===== src/rtl/disp_pkg.sv =====
// Shared types and constants for the multiplexed 7-segment scan controller.
// Segment patterns are active-high {g,f,e,d,c,b,a}; polarity is applied at the pins.
package disp_pkg;

    typedef enum logic {
        ST_ON    = 1'b0,
        ST_BLANK = 1'b1
    } scan_state_e;

    localparam logic [6:0] SEG_OFF = 7'h00;

    localparam logic [6:0] HEX_SEG [16] = '{
        7'h3F, 7'h06, 7'h5B, 7'h4F,
        7'h66, 7'h6D, 7'h7D, 7'h07,
        7'h7F, 7'h6F, 7'h77, 7'h7C,
        7'h39, 7'h5E, 7'h79, 7'h71
    };

endpackage


===== src/rtl/hex7seg_dec.sv =====
// Combinational hex digit to active-high 7-segment pattern decoder.
module hex7seg_dec
    import disp_pkg::*;
(
    input  logic [3:0] hex_i,
    output logic [6:0] seg_o
);

    always_comb seg_o = HEX_SEG[hex_i];

endmodule


===== src/rtl/disp_scan_ctrl.sv =====
// Time-multiplexed digit scanner: ON/BLANK slot per digit, frame-aligned shadow
// update through a load/load_ack handshake, registered pins with selectable polarity.
module disp_scan_ctrl
    import disp_pkg::*;
#(
    parameter int NUM_DIGITS  = 4,
    parameter int PRESCALE    = 1000,
    parameter int BLANK_TICKS = 16,
    parameter bit ACTIVE_LOW  = 1'b1
) (
    input  logic                    clk,
    input  logic                    rst,
    input  logic                    ce,
    input  logic [4*NUM_DIGITS-1:0] hex_in,
    input  logic [NUM_DIGITS-1:0]   dp_in,
    input  logic                    load,
    output logic                    load_ack,
    input  logic                    disp_off,
    output logic [6:0]              seg,
    output logic                    dp,
    output logic [NUM_DIGITS-1:0]   an,
    output logic                    frame_start,
    output scan_state_e             dbg_state
);

    localparam int TW = $clog2(PRESCALE);
    localparam int IW = $clog2(NUM_DIGITS);
    localparam logic [TW-1:0] ON_LAST    = TW'(PRESCALE - BLANK_TICKS - 1);
    localparam logic [TW-1:0] BLANK_LAST = TW'(BLANK_TICKS - 1);
    localparam logic [IW-1:0] IDX_LAST   = IW'(NUM_DIGITS - 1);

    if (NUM_DIGITS < 2 || NUM_DIGITS > 8 || BLANK_TICKS < 1 || BLANK_TICKS >= PRESCALE) begin : g_param_check
        $fatal(1, "disp_scan_ctrl: illegal NUM_DIGITS/PRESCALE/BLANK_TICKS combination");
    end

    scan_state_e             state_q;
    logic [IW-1:0]           idx_q;
    logic [TW-1:0]           tick_q;
    logic                    first_q;
    logic [4*NUM_DIGITS-1:0] shadow_hex_q;
    logic [NUM_DIGITS-1:0]   shadow_dp_q;
    logic                    pending_q;
    logic                    load_ack_q;
    logic                    frame_start_q;
    logic [NUM_DIGITS-1:0]   an_q;
    logic [6:0]              seg_q;
    logic                    dp_q;

    logic [NUM_DIGITS-1:0]   an_d;
    logic [6:0]              seg_d;
    logic                    dp_d;
    logic [3:0]              cur_hex;
    logic [6:0]              cur_seg;
    logic                    blank_end;
    logic                    wrap;
    logic                    capture;

    hex7seg_dec u_dec (
        .hex_i (cur_hex),
        .seg_o (cur_seg)
    );

    always_comb begin
        cur_hex   = shadow_hex_q[4*idx_q +: 4];
        blank_end = ce && (state_q == ST_BLANK) && (tick_q == BLANK_LAST);
        // The reset-exit BLANK keeps idx at 0, so it can never look like a wrap.
        wrap      = blank_end && !first_q && (idx_q == IDX_LAST);
        // A load seen during the ack cycle belongs to the request just served.
        capture   = wrap && (pending_q || (load && !load_ack_q));
    end

    always_comb begin
        an_d  = '0;
        seg_d = SEG_OFF;
        dp_d  = 1'b0;
        if (state_q == ST_ON) begin
            seg_d = cur_seg;
            dp_d  = shadow_dp_q[idx_q];
            if (!disp_off) begin
                an_d[idx_q] = 1'b1;
            end
        end
    end

    always_ff @(posedge clk or negedge rst) begin
        if (!rst) begin
            state_q       <= ST_BLANK;
            idx_q         <= '0;
            tick_q        <= '0;
            first_q       <= 1'b1;
            shadow_hex_q  <= '0;
            shadow_dp_q   <= '0;
            pending_q     <= 1'b0;
            load_ack_q    <= 1'b0;
            frame_start_q <= 1'b0;
            an_q          <= {NUM_DIGITS{ACTIVE_LOW}};
            seg_q         <= SEG_OFF ^ {7{ACTIVE_LOW}};
            dp_q          <= ACTIVE_LOW;
        end else begin
            if (ce) begin
                if (state_q == ST_ON) begin
                    if (tick_q == ON_LAST) begin
                        tick_q  <= '0;
                        state_q <= ST_BLANK;
                    end else begin
                        tick_q <= tick_q + 1'b1;
                    end
                end else begin
                    if (tick_q == BLANK_LAST) begin
                        tick_q  <= '0;
                        state_q <= ST_ON;
                        first_q <= 1'b0;
                        if (!first_q) begin
                            idx_q <= (idx_q == IDX_LAST) ? '0 : idx_q + 1'b1;
                        end
                    end else begin
                        tick_q <= tick_q + 1'b1;
                    end
                end
            end

            if (capture) begin
                shadow_hex_q <= hex_in;
                shadow_dp_q  <= dp_in;
                pending_q    <= 1'b0;
            end else if (load && !load_ack_q) begin
                pending_q <= 1'b1;
            end

            load_ack_q    <= capture;
            frame_start_q <= wrap;
            an_q          <= an_d ^ {NUM_DIGITS{ACTIVE_LOW}};
            seg_q         <= seg_d ^ {7{ACTIVE_LOW}};
            dp_q          <= dp_d ^ ACTIVE_LOW;
        end
    end

    assign load_ack    = load_ack_q;
    assign frame_start = frame_start_q;
    assign an          = an_q;
    assign seg         = seg_q;
    assign dp          = dp_q;
    assign dbg_state   = state_q;

endmodule


===== config.mk =====
export PLATFORM = sky130hd
export DESIGN_NAME = disp_scan_ctrl
export DESIGN_NICKNAME = d
export VERILOG_FILES = /design/src/rtl/disp_pkg.sv /design/src/rtl/hex7seg_dec.sv /design/src/rtl/disp_scan_ctrl.sv
export SDC_FILE = /design/constraint.sdc
export NUM_CORES = 1
export LEC_CHECK = 0
export ABC_AREA = 1
export CAP_MARGIN = 40
export CORE_ASPECT_RATIO = 1.5
export CORE_UTILIZATION = 31
export DETAILED_ROUTE_END_ITERATION = 8
export GPL_ROUTABILITY_DRIVEN = 0
export PLACE_DENSITY_LB_ADDON = 0.12
export SYNTH_ARGS = -nofsm -noshare
export SYNTH_HDL_FRONTEND = slang
export SYNTH_SLANG_ARGS = --single-unit

===== constraint.sdc =====
create_clock -name clk -period 1.8 [get_ports clk]
set_clock_uncertainty 0.05 [all_clocks]
set_input_delay 0.54 -clock clk [delete_from_list [all_inputs] [get_ports clk]]
set_output_delay 0.54 -clock clk [all_outputs]
set_load 0.005 [all_outputs]

Yosys cells after proc, flatten, opt, wreduce, memory -nomap -nowiden
Memory sizes are Yosys's and may differ from the RTL's. Index checks and enable logic that the tools add are counted.

Bitwise gates (word level): 5. Reduce and logical (&&, ||, !) cells: 13. Equality and inequality tests: 3. Multiply operators: 0. Muxes and demuxes: 19. Divide/modulo/power cells: 0. $add $sub $neg: 2. Shift-type cells: 1. Order comparisons: 3.

Operators with widths (number): 10-bit two-way mux (3); 7-bit two-way mux (3); 16-bit by 5-bit indexed part select with 4-bit output (1); 10-bit by 1-bit adder with 10-bit output (second input constant) (1); 10-bit == test (second input constant) (1); 10-bit by 4-bit == test with 1-bit output (second input constant) (1); 1-bit two-way mux (8); 4-bit two-way mux (2); 1-bit logical AND (7); 7-bit NOT (1); 5-bit >= comparator (second input constant) (1); 4-bit NOT with 5-bit output (1); 4-bit NOT (1); 4-bit AND reduction (1); 2-bit by 3-bit less-than comparator with 1-bit output (second input constant) (1); 3-bit AND reduction (1); 2-bit by 1-bit adder with 2-bit output (second input constant) (1); 1-bit binary-select mux with 2-bit select (1); 1-bit demux with 2-bit select (1); 2-bit == test (second input constant) (1); 2-bit by 1-bit >= comparator with 1-bit output (second input constant) (1); 1-bit zero test (2); 2-bit two-way mux (1); 1-bit NOT (2); 2 further kinds (2).

Register bits after elaboration: 49. Memories: 1. Output and inout port bits: 15. Logic and storage cells: 59. Bits in latches: 0. Bits in writable memories: 0. Memory bits (read-only): 112.

Memories: (no name shown) (depth 16, width 7, rd ports 1, clocked after memory_dff 0, wr ports 0, RTL line hex7seg_dec.sv:9) `always_comb seg_o = HEX_SEG[hex_i];`.

Longest topological paths before layout
Gate-level depths: netlist of the first run.

Word-level depth: 7. Depth in mapped cells: 11.

Cells and area by module
From an unflattened synthesis of the first run, not the netlist that was laid out.

Cells, all modules: 329. Area total of the unflattened synthesis: 2626.3 um^2.

By module, submodules not included: disp_scan_ctrl (seq. area each 1243.7 um^2, cells an instance 277, instances 1, area each 2356.0 um^2); hex7seg_dec (seq. area each 0.0 um^2, cells an instance 52, instances 1, area each 270.3 um^2).

Worst setup path before layout of the first run
Ideal clock, no wire load.

Kind: register -> register. Start: reg idx_q[0]. End: reg seg_q[1] (netlist: seg[1]). Arrival: 1.471 ns. Stages on the path, launching flop included: 9. Slack: 0.186 ns. Required time: 1.657 ns. Buffers on the path: 1. Period minus slack after synthesis: 1.614 ns. Library setup time: 0.093 ns. Path through: dfrtp_1 > buf_4 > o21ai_0 > nand2_1 > nand2_1 > inv_1 > ha_1 > nand3_1 > nand3_1.

Word-level cells in the longest chain between the ends: 7.

Ends and longest elaborated chain: start, declared (RTL line disp_scan_ctrl.sv:37) `logic [IW-1:0] idx_q;`; start signal, assigned (RTL line disp_scan_ctrl.sv:114) `idx_q <= (idx_q == IDX_LAST) ? '0 : idx_q + 1'b1;`; 16-bit by 5-bit indexed part select with 4-bit output (RTL line disp_scan_ctrl.sv:64) `cur_hex = shadow_hex_q[4*idx_q +: 4];`; 4-bit NOT with 5-bit output (implied by the code) (RTL line hex7seg_dec.sv:9); memory read 16 x 7 bit; 7-bit two-way mux (implied by the code) (2 in a row) (RTL line hex7seg_dec.sv:9); 7-bit two-way mux (RTL line disp_scan_ctrl.sv:76) `if (state_q == ST_ON) begin`; 7-bit NOT (no source line); end signal, assigned (RTL line disp_scan_ctrl.sv:97) `seg_q <= SEG_OFF ^ {7{ACTIVE_LOW}};`; end signal, assigned (RTL line disp_scan_ctrl.sv:133) `seg_q <= seg_d ^ {7{ACTIVE_LOW}};`; end, declared (RTL line disp_scan_ctrl.sv:46) `logic [6:0] seg_q;`.

No other way between the ends. The select of a mux whose other input is x is not followed. A chain may end at the register's enable or synchronous reset.

Final worst setup path of the first run
Start: reg load_ack_q (netlist: load_ack). End: out load_ack.

RTL lines: start, declared (RTL line disp_scan_ctrl.sv:43) `logic load_ack_q;`; start signal, assigned (RTL line disp_scan_ctrl.sv:130) `load_ack_q <= capture;`; end, declared (RTL line disp_scan_ctrl.sv:17) `output logic load_ack,`.

No word-level cell between the ends.

==> results of run 1 <==
==> area by class of cell <==
cell class	instances	area share, %
Clock buffer	6	4.17
Clock inverter	2	1.13
Inverter	33	3.72
Multi-Input combinational cell	221	32.8
Sequential cell	49	37.3
Tap cell	105	3.94
Timing Repair Buffer	58	16.9
==> logic make-up after synthesis <==
group / count (synthesis)
AND/OR/NAND/NOR: 188
flip-flops: 49
buffers and inverters: 43
adder cells (fa/ha/maj): 11
AO/OA/AOI/OAI: 21
XOR/XNOR: 1
==> per-stage QoR <==
step / cells / cell area, um^2 / TNS (ns) / util [%]
floorplan: 313 / 2540 / 0 / -
global placement: 466 / 3170 / -3.30 / 39.5
detailed placement: 466 / 3170 / -3.80 / 39.5
CTS: 474 / 3330 / 0 / 41.5
global route: 474 / 3330 / 0 / 41.6
finish: 474 / 3330 / 0 / 41.6
==> layer usage <==
layer | track usage (%) | routed length (um) | part of all wire, % | vias to the layer above
li1 | - | - | - | 1107
met1 | 15.3 | 2330 | 42 | 995
met2 | 26.0 | 2860 | 52 | 36
met3 | 3.55 | 181 | 3.3 | 7
met5 | 0 | 0 | 0 | -
met4 | 6.92 | 121 | 2.2 | 0
==> state kept, by name, indices dropped and copies added, names as in the netlist <==
signal / flops
shadow_hex_q: 16
tick_q: 10
seg: 7
an: 4
shadow_dp_q: 4
idx_q: 2
dbg_state: 1
dp: 1
first_q: 1
frame_start: 1
load_ack: 1
pending_q: 1
==> power by group <==
group	switching [W]	internal [W]
Combinational	0.000335	0.000273
Clock	0.000416	0.000693
Sequential	0.000126	0.00127
==> repair_timing <==
action,in CTS,in global routing
resized for setup,13,3
endpoints found under the setup margin,13,5
buffers inserted,0,0
==> cell usage in the layout (no fill, tap or decap), types with 3 or more instances in the layout <==
cell,count
buf_12,4
buf_4,15
clkbuf_16,5
clkdlybuf4s50_1,25
dfrtp_1,34
dfstp_2,14
dlygate4sd2_1,13
ha_1,11
inv_1,29
inv_2,4
nand2_1,97
nand3_1,50
nand3_2,4
nand4_1,5
nor2_1,21
nor2_2,3
o21ai_0,13
==> path summary, 6_finish.rpt <==
kind	to	slack, ns	cells after the start
worst max-delay path	load_ack	0.07	1
worst min register to register	first_q$_DFFE_PN1P_	0.42	2
worst max register to register	seg[5]$_DFF_PN1_	0.17	10
worst min-delay path	tick_q[6]$_DFFE_PN0P_	0.16	2
max in group asynchronous	seg[3]$_DFF_PN1_	1.23	2
min in group clk	first_q$_DFFE_PN1P_	0.42	2
==> results.md, run 1 <==
## Routing
* 96 — violation count after the first detailed-routing iteration
* 2,145 — detailed-route via count
* 5490 um — wire length after detailed routing
* 4 — total iterations of the first detailed-routing run
* 0 — final routed DRC violation total
* 0 — post-route ant nets
* 11.6 um — average wire per cell in the routed design
* 4.53 — via density per instance

## Timing
* 0.0666 ns — Setup WS post-layout
* 78.2% — headroom to the max-slew limit
* false — RSZ-0062 raised after global routing
* 1.73 ns — final critical path time including I/O delays and setup
* 0 — final max-slew violation count
* 0.163 ns — Hold Slack
* 0.327 ns — worst-margin pin slew
* 0 — Final Hold Vio Count
* 96.3% — ratio of final minimum period to clock period
* 0.577 GHz — peak clock frequency supported by timing
* 0 — final count of negative-setup-slack endpoints

## Power
* 1.62 nW — Leakage Power
* 933 mW/mm^2 — power density normalized to cell area
* 0.351 mV — IR drop worst, VDD
* 0.00311 W — Final Total Pwr

## Final layout
* 0 — diodes inserted
* 0.00109 mm^2 — Multi-input gate area
* 31.0% — synthesis-to-finish area growth
* 404 — number of nets in the layout
* 835 — fillcell total
* 15.4% — share of post-route cells with drive strength above 1
* 0.00124 mm^2 — area taken by flip-flops and latches

## Synthesis
* nand2_1 (97), nand3_1 (51), dfrtp_1 (35), inv_1 (29), nor2_1 (21) — Synth top cells by count
* 313 — synthesized instance count
* 0.00254 mm^2 — mapped cell area
* 0.344% — xor-xnor portion of the synthesized cell area
* dfrtp_1 — most used flip-flop cell after synthesis
* 0 — Synthesis Warnings
* 4.52% — compound-cell area share of the yosys netlist
* 0% — mux cell area share after synthesis
* 8.13 um^2 — mean instance size in the synthesized netlist
* 0 — number of flops mapped to enable cells by yosys
* 34.4% — proportion of netlist area held by the largest area contributor
* 349 — syn_nets
* 32.5% — Synth Area in Simple Gates
* dfrtp_1 (34%), dfstp_2 (14%), nand2_1 (14%) — largest cells by area after synthesis
* dfrtp_1 — post-synth top area cell
* 27 — count of different cell masters after synthesis
* 49 — FF+latch count, synth
* 5.41% — adder and majority gate portion of the synthesized area
* 48.9% — portion of the post-synthesis area used by sequential elements
* simple AND/OR/NAND/NOR gates — largest family of logic cells by synthesized area
* nand2_1 — cell with the most instances after synthesis
* 100% — share of synthesized registers carrying an async set or reset

## Global routing
* 14.3% — combined global-route utilization of all metal layers
* 9520 um — first-pass GRT wire length
* 0 — overflow left after global routing
* 2,084 — vias in the first global route
* 0 — initial antenna violation count
* 50 — maximum number of pins on one net before global-route repair

## Setup path
* 2 — worst-path maximum fanout
* 1.21 ns — worst endpoint required time
* clkdlybuf4s50_1 — Critical Path Slowest Stage Cell
* buffers and inverters — kind of cell with the highest combined delay on the critical path
* 1 — crit path buf inv count
* idx_q[0]$_DFFE_PN0P_ — startpoint of the worst register-to-register path
* reg -> out — type of the worst setup path
* 0.50 ns — largest stage delay on the critical path
* register — Startpoint Class
* load_ack$_DFF_PN0_ — critical path startpoint
* 1.14 ns — Arrival @ worst endpoint
* output pin — endpoint class of the critical path
* clkdlybuf4s50_1 — series of cell instances along the critical path

## Floorplan
* 31.8% — initial core utilization
* 40 — number of cell rows
* 113 um — die height
* 40 — I/O Pins
* 0.00858 mm^2 — Total Die Area
* 0.00801 mm^2 — area inside the core boundary
* 76.0 um — Die X-Extent

## Clock network
* 5 — clock buffers created by TritonCTS
* 49 — total number of clock tree sinks
* 0 — hold bufs inserted after CTS
* yes — clock tree from TritonCTS
* 2 — # H-tree levels
* 2 — buffer depth of the longest clock path
* 0.30 ns — Skew-Pair Late Insertion Delay
* clkbuf_16 — CTS Root Cell
* 0.07 ns — clk slew on worst S/H paths

## Place
* -0.187 ns — post-place setup slack
* 4130 um — Post-DP HPWL
* 39 — port buffer count

## Outcome
* finished clean — status

## Min path
* in -> async — type of the tightest min-delay check

## Flow run
* 0 — number of max-cap violations

Note: power is estimated with default switching activity, not from simulation.
==> run 2, diff against run 1 <==
- ABC_AREA: 1 -> unset
- ABC_CLOCK_PERIOD_IN_PS: unset -> 1800
==> run 2 against run 1 <==
- the flow now finishes with violations (negative setup slack)
- die area is 7.5% lower
- maximum frequency is 15% lower
- global-route usage is 0.86 points higher
- first-iteration DRC count is 22% lower
- largest cell class unchanged
==> results.md, run 2 <==
## Final layout
* 680 — fillcell total, was 835
* 0.00362 mm^2 — post-route cell area, was 0.00333 mm^2
* buf_4 — most common cell after layout, fill and taps aside, was nand2_1
* buf_4 (40), dfrtp_1 (34), clkdlybuf4s50_1 (24) — highest-count cells in the layout ignoring fill and taps, was nand2_1 (97), nand3_1 (50), dfrtp_1 (34)
* 0.00124 mm^2 — area taken by flip-flops and latches, unchanged
* shadow_hex_q — largest register by flop count, unchanged
* 0 — diodes inserted, unchanged
* 383 — Final Instance Count excl. Fillers, was 474
* 318 — number of nets in the layout, was 404
* 49.7% — Finished Core Util, was 41.6%
* 16 — number of flip-flops in the largest register, unchanged
* 0.00123 mm^2 — Multi-input gate area, was 0.00109 mm^2
* 45.2% — share of post-route cells with drive strength above 1, was 15.4%
* 53.9% — synthesis-to-finish area growth, was 31.0%

## Floorplan
* 109 um — die height, was 113 um
* 73.1 um — Die X-Extent, was 76.0 um
* 0.00794 mm^2 — Total Die Area, was 0.00858 mm^2
* 38 — number of cell rows, was 40
* 0.00727 mm^2 — area inside the core boundary, was 0.00801 mm^2
* 32.3% — initial core utilization, was 31.8%
* 40 — I/O Pins, unchanged

## Routing
* 4.45 — via density per instance, was 4.53
* 3 — total iterations of the first detailed-routing run, was 4
* 0 — final routed DRC violation total, unchanged
* 5200 um — wire length after detailed routing, was 5490 um
* 75 — violation count after the first detailed-routing iteration, was 96
* 1,704 — detailed-route via count, was 2,145
* 0 — post-route ant nets, unchanged
* 13.6 um — average wire per cell in the routed design, was 11.6 um

## Synthesis
* 12.2 um^2 — mean instance size in the synthesized netlist, was 8.13 um^2
* 5.86% — adder and majority gate portion of the synthesized area, was 5.41%
* 12.7% — Synth Area in Simple Gates, was 32.5%
* 5.38% — compound-cell area share of the yosys netlist, was 4.52%
* 0.00235 mm^2 — mapped cell area, was 0.00254 mm^2
* 0 — Synthesis Warnings, unchanged
* dfrtp_1 — cell with the most instances after synthesis, was nand2_1
* 228 — syn_nets, was 349
* 38 — count of different cell masters after synthesis, was 27
* multiplexers — largest family of logic cells by synthesized area, was simple AND/OR/NAND/NOR gates
* 52.9% — portion of the post-synthesis area used by sequential elements, was 48.9%
* 0 — number of flops mapped to enable cells by yosys, unchanged
* 37.3% — proportion of netlist area held by the largest area contributor, was 34.4%
* 16.7% — mux cell area share after synthesis, was 0%
* dfrtp_1 — most used flip-flop cell after synthesis, unchanged
* dfrtp_1 — post-synth top area cell, unchanged
* dfrtp_1 (35), mux2_2 (21), nor2_1 (19), dfstp_2 (14), nand2_1 (12) — Synth top cells by count, was nand2_1 (97), nand3_1 (51), dfrtp_1 (35), inv_1 (29), nor2_1 (21)
* 49 — FF+latch count, synth, unchanged
* dfrtp_1 (37%), dfstp_2 (16%), mux2_2 (10%) — largest cells by area after synthesis, was dfrtp_1 (34%), dfstp_2 (14%), nand2_1 (14%)
* 2.98% — xor-xnor portion of the synthesized cell area, was 0.344%
* 100% — share of synthesized registers carrying an async set or reset, unchanged
* 192 — synthesized instance count, was 313

## Min path
* in -> async — type of the tightest min-delay check, unchanged

## Setup path
* register — endpoint class of the critical path, was output pin
* seg[3]$_DFF_PN1_ — FF-to-FF End, was seg[5]$_DFF_PN1_
* idx_q[0]$_DFFE_PN0P_ — startpoint of the worst register-to-register path, unchanged
* 6 — Worst Reg2Reg Path Length in Cells, was 10
* reg -> reg — type of the worst setup path, was reg -> out
* -0.25 ns — slack of the worst reg-to-reg path, was 0.17 ns
* 4 — worst-path maximum fanout, was 2
* 1.99 ns — worst endpoint required time, was 1.21 ns
* register — Startpoint Class, unchanged
* 2.24 ns — Arrival @ worst endpoint, was 1.14 ns

## Power
* 634 mW/mm^2 — power density normalized to cell area, was 933 mW/mm^2
* 1.58 nW — Leakage Power, was 1.62 nW
* 0.418 mV — IR drop worst, VDD, was 0.351 mV

## Global routing
* 15.1% — combined global-route utilization of all metal layers, was 14.3%
* 8840 um — first-pass GRT wire length, was 9520 um
* 0 — overflow left after global routing, unchanged
* 0 — initial antenna violation count, unchanged
* 50 — maximum number of pins on one net before global-route repair, unchanged
* 1,847 — vias in the first global route, was 2,084

## Place
* 39 — port buffer count, unchanged
* 3520 um — Post-DP HPWL, was 4130 um
* 364 — Post-Place Cells, was 466
* 0.00326 mm^2 — total placed instance area, was 0.00317 mm^2

## Clock network
* 5 — clock buffers created by TritonCTS, unchanged
* yes — clock tree from TritonCTS, unchanged
* clkbuf_8 — CTS Root Cell, was clkbuf_16
* 2 — buffer depth of the longest clock path, unchanged
* 0.09 ns — clk slew on worst S/H paths, was 0.07 ns
* 2 — # H-tree levels, unchanged
* 0.30 ns — Skew-Pair Late Insertion Delay, about the same
* 0 — hold bufs inserted after CTS, unchanged
* 49 — total number of clock tree sinks, unchanged

## Timing
* 0 — final max-slew violation count, unchanged
* 72.0% — headroom to the max-slew limit, was 78.2%
* 0.154 ns — Hold Slack, was 0.163 ns
* 114% — ratio of final minimum period to clock period, was 96.3%
* 0.420 ns — worst-margin pin slew, was 0.327 ns
* 25 — final count of negative-setup-slack endpoints, was 0
* 0.489 GHz — peak clock frequency supported by timing, was 0.577 GHz
* -0.247 ns — Setup WS post-layout, was 0.0666 ns
* 0 — Final Hold Vio Count, unchanged
* true — RSZ-0062 raised after global routing, was false
* 2.05 ns — final critical path time including I/O delays and setup, was 1.73 ns

## Outcome
* negative setup slack — failing checks
* complete, but fails checks — status, was finished clean

## Flow run
* 0 — number of max-cap violations, unchanged

[run 2: cell count changes after synthesis, moves of 4 or more]
| cell | delta |
|---|---|
| xnor2_1 | +5 |
| buf_6 | -5 |
| mux2_2 | +21 |
| nand3_1 | -48 |
| inv_1 | -21 |
| nand2_1 | -85 |
| mux4_2 | +6 |
| o21ai_0 | -10 |
| nand2b_1 | +4 |
| a21oi_1 | +4 |
| inv_2 | -4 |
[run 2: logic make-up (layout without fill, tap and decap cells)]
group / after synthesis / after routing
flops: 49 / 49
simple gates: 58 / 58
compound gates: 20 / 20
fa+ha+maj: 11 / 11
mux: 29 / 30
buf+inv: 17 / 107
xor+xnor: 8 / 8
[run 2: stage by stage]
step,worst slack (ns),setup TNS (ns),power (W)
3_3_place_gp,-0.450,-12.70,0.00159
3_5_place_dp,-0.460,-12.73,0.00159
2_1_floorplan,-0.305,-1.78,0.00137
6_report,-0.247,-3.74,0.00229
4_1_cts,-0.264,-3.85,0.00233
5_1_grt,-0.346,-6.21,0.00242
[run 2: worst max path at each step]
stage                     cells after the start                 start                           to
after floorplan                               7  idx_q[0]$_DFFE_PN0P_             seg[3]$_DFF_PN1_
after global placement                        6                    ce  shadow_hex_q[0]$_DFFE_PN0P_
after detailed placement                      6                    ce  shadow_hex_q[9]$_DFFE_PN0P_
after CTS                                     6  idx_q[0]$_DFFE_PN0P_             seg[3]$_DFF_PN1_
after global routing                          6  idx_q[0]$_DFFE_PN0P_             seg[3]$_DFF_PN1_
final                                         6  idx_q[0]$_DFFE_PN0P_             seg[3]$_DFF_PN1_
[run 2: critical path, cell delays in order, from the launching register on]
cell and delay (ns):
dfrtp_2 0.42, mux4_2 0.57, inv_2 0.12, ha_4 0.15
inv_2 0.03, mux4_2 0.43, or2_1 0.22
[run 2: report_power, final]
part	internal (W)	switching, W
sequential	0.00116	0.0000380
combinational	0.000208	0.000171
clock	0.000348	0.000368
total	0.00172	0.000578
[run 2: area by class of cell]
type	count	area share [%]
sequential	49	34.4
clock buffer	7	2.66
tap	100	3.46
multi-input combinational	127	33.9
clock inverter	1	0.138
inverter	8	0.830
timing repair buffer	91	24.6
[run 2: layer usage]
layer	global-route usage, %	vias up	wire length [um]
met5	0	-	0
met4	6.30	0	97
met3	3.14	6	130
met2	25.7	28	2690
met1	18.3	821	2280
li1	-	849	-
[run 2: timing repair]
action	CTS	global route
pin swaps	3	2
buffers inserted	6	2
cloned	4	0
gates resized for setup	37	10
endpoints found under the setup margin	43	38
==> run 3, diff against run 2 <==
- CORE_UTILIZATION: 31 -> 40
==> run 3 against run 2 <==
- power shrank 1.7%
- critical path depth is the same
- the run still ends with negative setup slack left
- register-to-register slack lost 0.04 ns
- sequential power is essentially flat
- wire length grew 13%
- global-route usage grew 6.3 points
==> results.md, run 3 (synthesis gave the netlist of run 2 again) <==
## Outcome
* complete, but fails checks — status, unchanged
* negative setup slack — failing checks, unchanged

## Min path
* in -> async — type of the tightest min-delay check, unchanged

## Global routing
* 9920 um — first-pass GRT wire length, was 8840 um
* 0 — initial antenna violation count, unchanged
* 2,106 — vias in the first global route, was 1,847
* 21.4% — combined global-route utilization of all metal layers, was 15.1%
* 50 — maximum number of pins on one net before global-route repair, unchanged
* 0 — overflow left after global routing, unchanged

## Routing
* 3440 um — met2 wirelength from detailed routing, was 2690 um
* 0 — final routed DRC violation total, unchanged
* met4 — uppermost layer routed, unchanged
* 0 — post-route ant nets, unchanged
* 16.0 um — average wire per cell in the routed design, was 13.6 um
* 2170 um — met1 wire length, was 2280 um
* 5850 um — wire length after detailed routing, was 5200 um
* 96 — violation count after the first detailed-routing iteration, was 75
* 110 um — detailed-routed wire length on met3, was 130 um
* 1,840 — detailed-route via count, was 1,704
* 4 — total iterations of the first detailed-routing run, was 3
* 5.03 — via density per instance, was 4.45

## Final layout
* 53.9% — synthesis-to-finish area growth, about the same
* shadow_hex_q — largest register by flop count, unchanged
* buf_4 — most common cell after layout, fill and taps aside, unchanged
* 47.3% — share of post-route cells with drive strength above 1, was 45.2%
* 331 — number of nets in the layout, was 318
* buf_4 (57), dfrtp_1 (34), clkdlybuf4s50_1 (24) — highest-count cells in the layout ignoring fill and taps, was buf_4 (40), dfrtp_1 (34), clkdlybuf4s50_1 (24)
* 64.9% — Finished Core Util, was 49.7%
* 16 — number of flip-flops in the largest register, unchanged
* 0 — diodes inserted, unchanged

## Power
* 0.616 mV — IR drop worst, VDD, was 0.418 mV
* 1.62 nW — Leakage Power, was 1.58 nW
* 623 mW/mm^2 — power density normalized to cell area, was 634 mW/mm^2
* 0.00225 W — Final Total Pwr, was 0.00229 W

## Clock network
* 2 — # H-tree levels, unchanged
* 0.09 ns — clk slew on worst S/H paths, about the same
* 49 — total number of clock tree sinks, unchanged
* yes — clock tree from TritonCTS, unchanged
* 0 — hold bufs inserted after CTS, unchanged
* clkbuf_8 — CTS Root Cell, unchanged
* 2 — buffer depth of the longest clock path, unchanged
* 5 — clock buffers created by TritonCTS, unchanged
* 0.30 ns — Skew-Pair Late Insertion Delay, about the same

## Timing
* 0 — Final Hold Vio Count, unchanged
* true — RSZ-0062 raised after global routing, unchanged
* 0.389 ns — worst-margin pin slew, was 0.420 ns
* 2.09 ns — final critical path time including I/O delays and setup, was 2.05 ns
* -0.289 ns — Setup WS post-layout, was -0.247 ns
* 0.479 GHz — peak clock frequency supported by timing, was 0.489 GHz
* 116% — ratio of final minimum period to clock period, was 114%
* 0 — final max-slew violation count, unchanged
* 27 — final count of negative-setup-slack endpoints, was 25
* 0.154 ns — Hold Slack, about the same
* 74.1% — headroom to the max-slew limit, was 72.0%

## Place
* 3940 um — Post-DP HPWL, was 3520 um
* -0.468 ns — post-place setup slack, was -0.460 ns
* 39 — port buffer count, unchanged

## Setup path
* 4 — worst-path maximum fanout, unchanged
* multiplexers — kind of cell with the highest combined delay on the critical path, unchanged
* mux4_2 — Critical Path Slowest Stage Cell, unchanged
* 0.47 ns — largest stage delay on the critical path, was 0.57 ns
* reg -> reg — type of the worst setup path, unchanged
* buf_4 > buf_4 > buf_4 > mux4_2 > mux4_2 > or2_1 — series of cell instances along the critical path, was mux4_2 > inv_2 > ha_4 > inv_2 > mux4_2 > or2_1
* 3 — crit path buf inv count, was 2
* buf_4 — crit-path most repeated cell
* 1.98 ns — worst endpoint required time, was 1.99 ns
* register — Startpoint Class, unchanged
* register — endpoint class of the critical path, unchanged
* 2.27 ns — Arrival @ worst endpoint, was 2.24 ns

## Floorplan
* 64.6 um — Die X-Extent, was 73.1 um
* 33 — number of cell rows, was 38
* 95.9 um — die height, was 109 um
* 0.00557 mm^2 — area inside the core boundary, was 0.00727 mm^2
* 42.2% — initial core utilization, was 32.3%
* 40 — I/O Pins, unchanged
* 0.00619 mm^2 — Total Die Area, was 0.00794 mm^2

## Flow run
* 0 — number of max-cap violations, unchanged

==> run 3: final timing paths <==
check                                            from                           to  slack (ns)  cells after the start
hold / removal                                    rst  shadow_hex_q[7]$_DFFE_PN0P_        0.15                      2
hold reg to reg            shadow_dp_q[3]$_DFFE_PN0P_   shadow_dp_q[3]$_DFFE_PN0P_        0.46                      1
setup / recovery                 idx_q[0]$_DFFE_PN0P_             seg[3]$_DFF_PN1_       -0.29                      6
max in group asynchronous                         rst              an[3]$_DFF_PN1_        1.25                      2
min in group clk           shadow_dp_q[3]$_DFFE_PN0P_   shadow_dp_q[3]$_DFFE_PN0P_        0.46                      1
setup reg to reg                 idx_q[0]$_DFFE_PN0P_             seg[3]$_DFF_PN1_       -0.29                      6
==> run 3: area by class of cell <==
cell class                 count  area [um^2]
clock buffer                   8         80.1
inverter                       8         32.5
fill                         433         1960
timing repair buffer         104          931
multi-input combinational    127         1240
sequential                    49         1240
tap                           70         87.6
==> run 3: metrics by stage <==
| step | setup TNS (ns) | cell area, um^2 | std cells |
|---|---|---|---|
| 2_1_floorplan | -1.78 | 2470 | 192 |
| 3_3_place_gp | -12.17 | 3250 | 337 |
| 3_5_place_dp | -13.25 | 3250 | 337 |
| 4_1_cts | -4.51 | 3550 | 362 |
| 5_1_grt | -4.33 | 3620 | 366 |
| 6_report | -2.65 | 3620 | 366 |
==> run 3: routing by layer <==
metal | GRT usage, % | up-vias
met1 | 22.5 | 921
met2 | 41.6 | 34
li1 | - | 875
met4 | 8.89 | 0
met5 | 0 | -
met3 | 3.20 | 10
==> run 3: where the power goes <==
group	internal (W)	switching (W)
combinational	0.000238	0.000189
sequential	0.00116	0.0000415
clock	0.000277	0.000348
total	0.00168	0.000578
==> run 3: timing repair <==
item                                    in CTS  in global routing
cloned                                       3                  0
buffers inserted                            15                  6
pin swaps                                    6                  8
gates resized for setup                     33                 16
endpoints found under the setup margin      50                 40
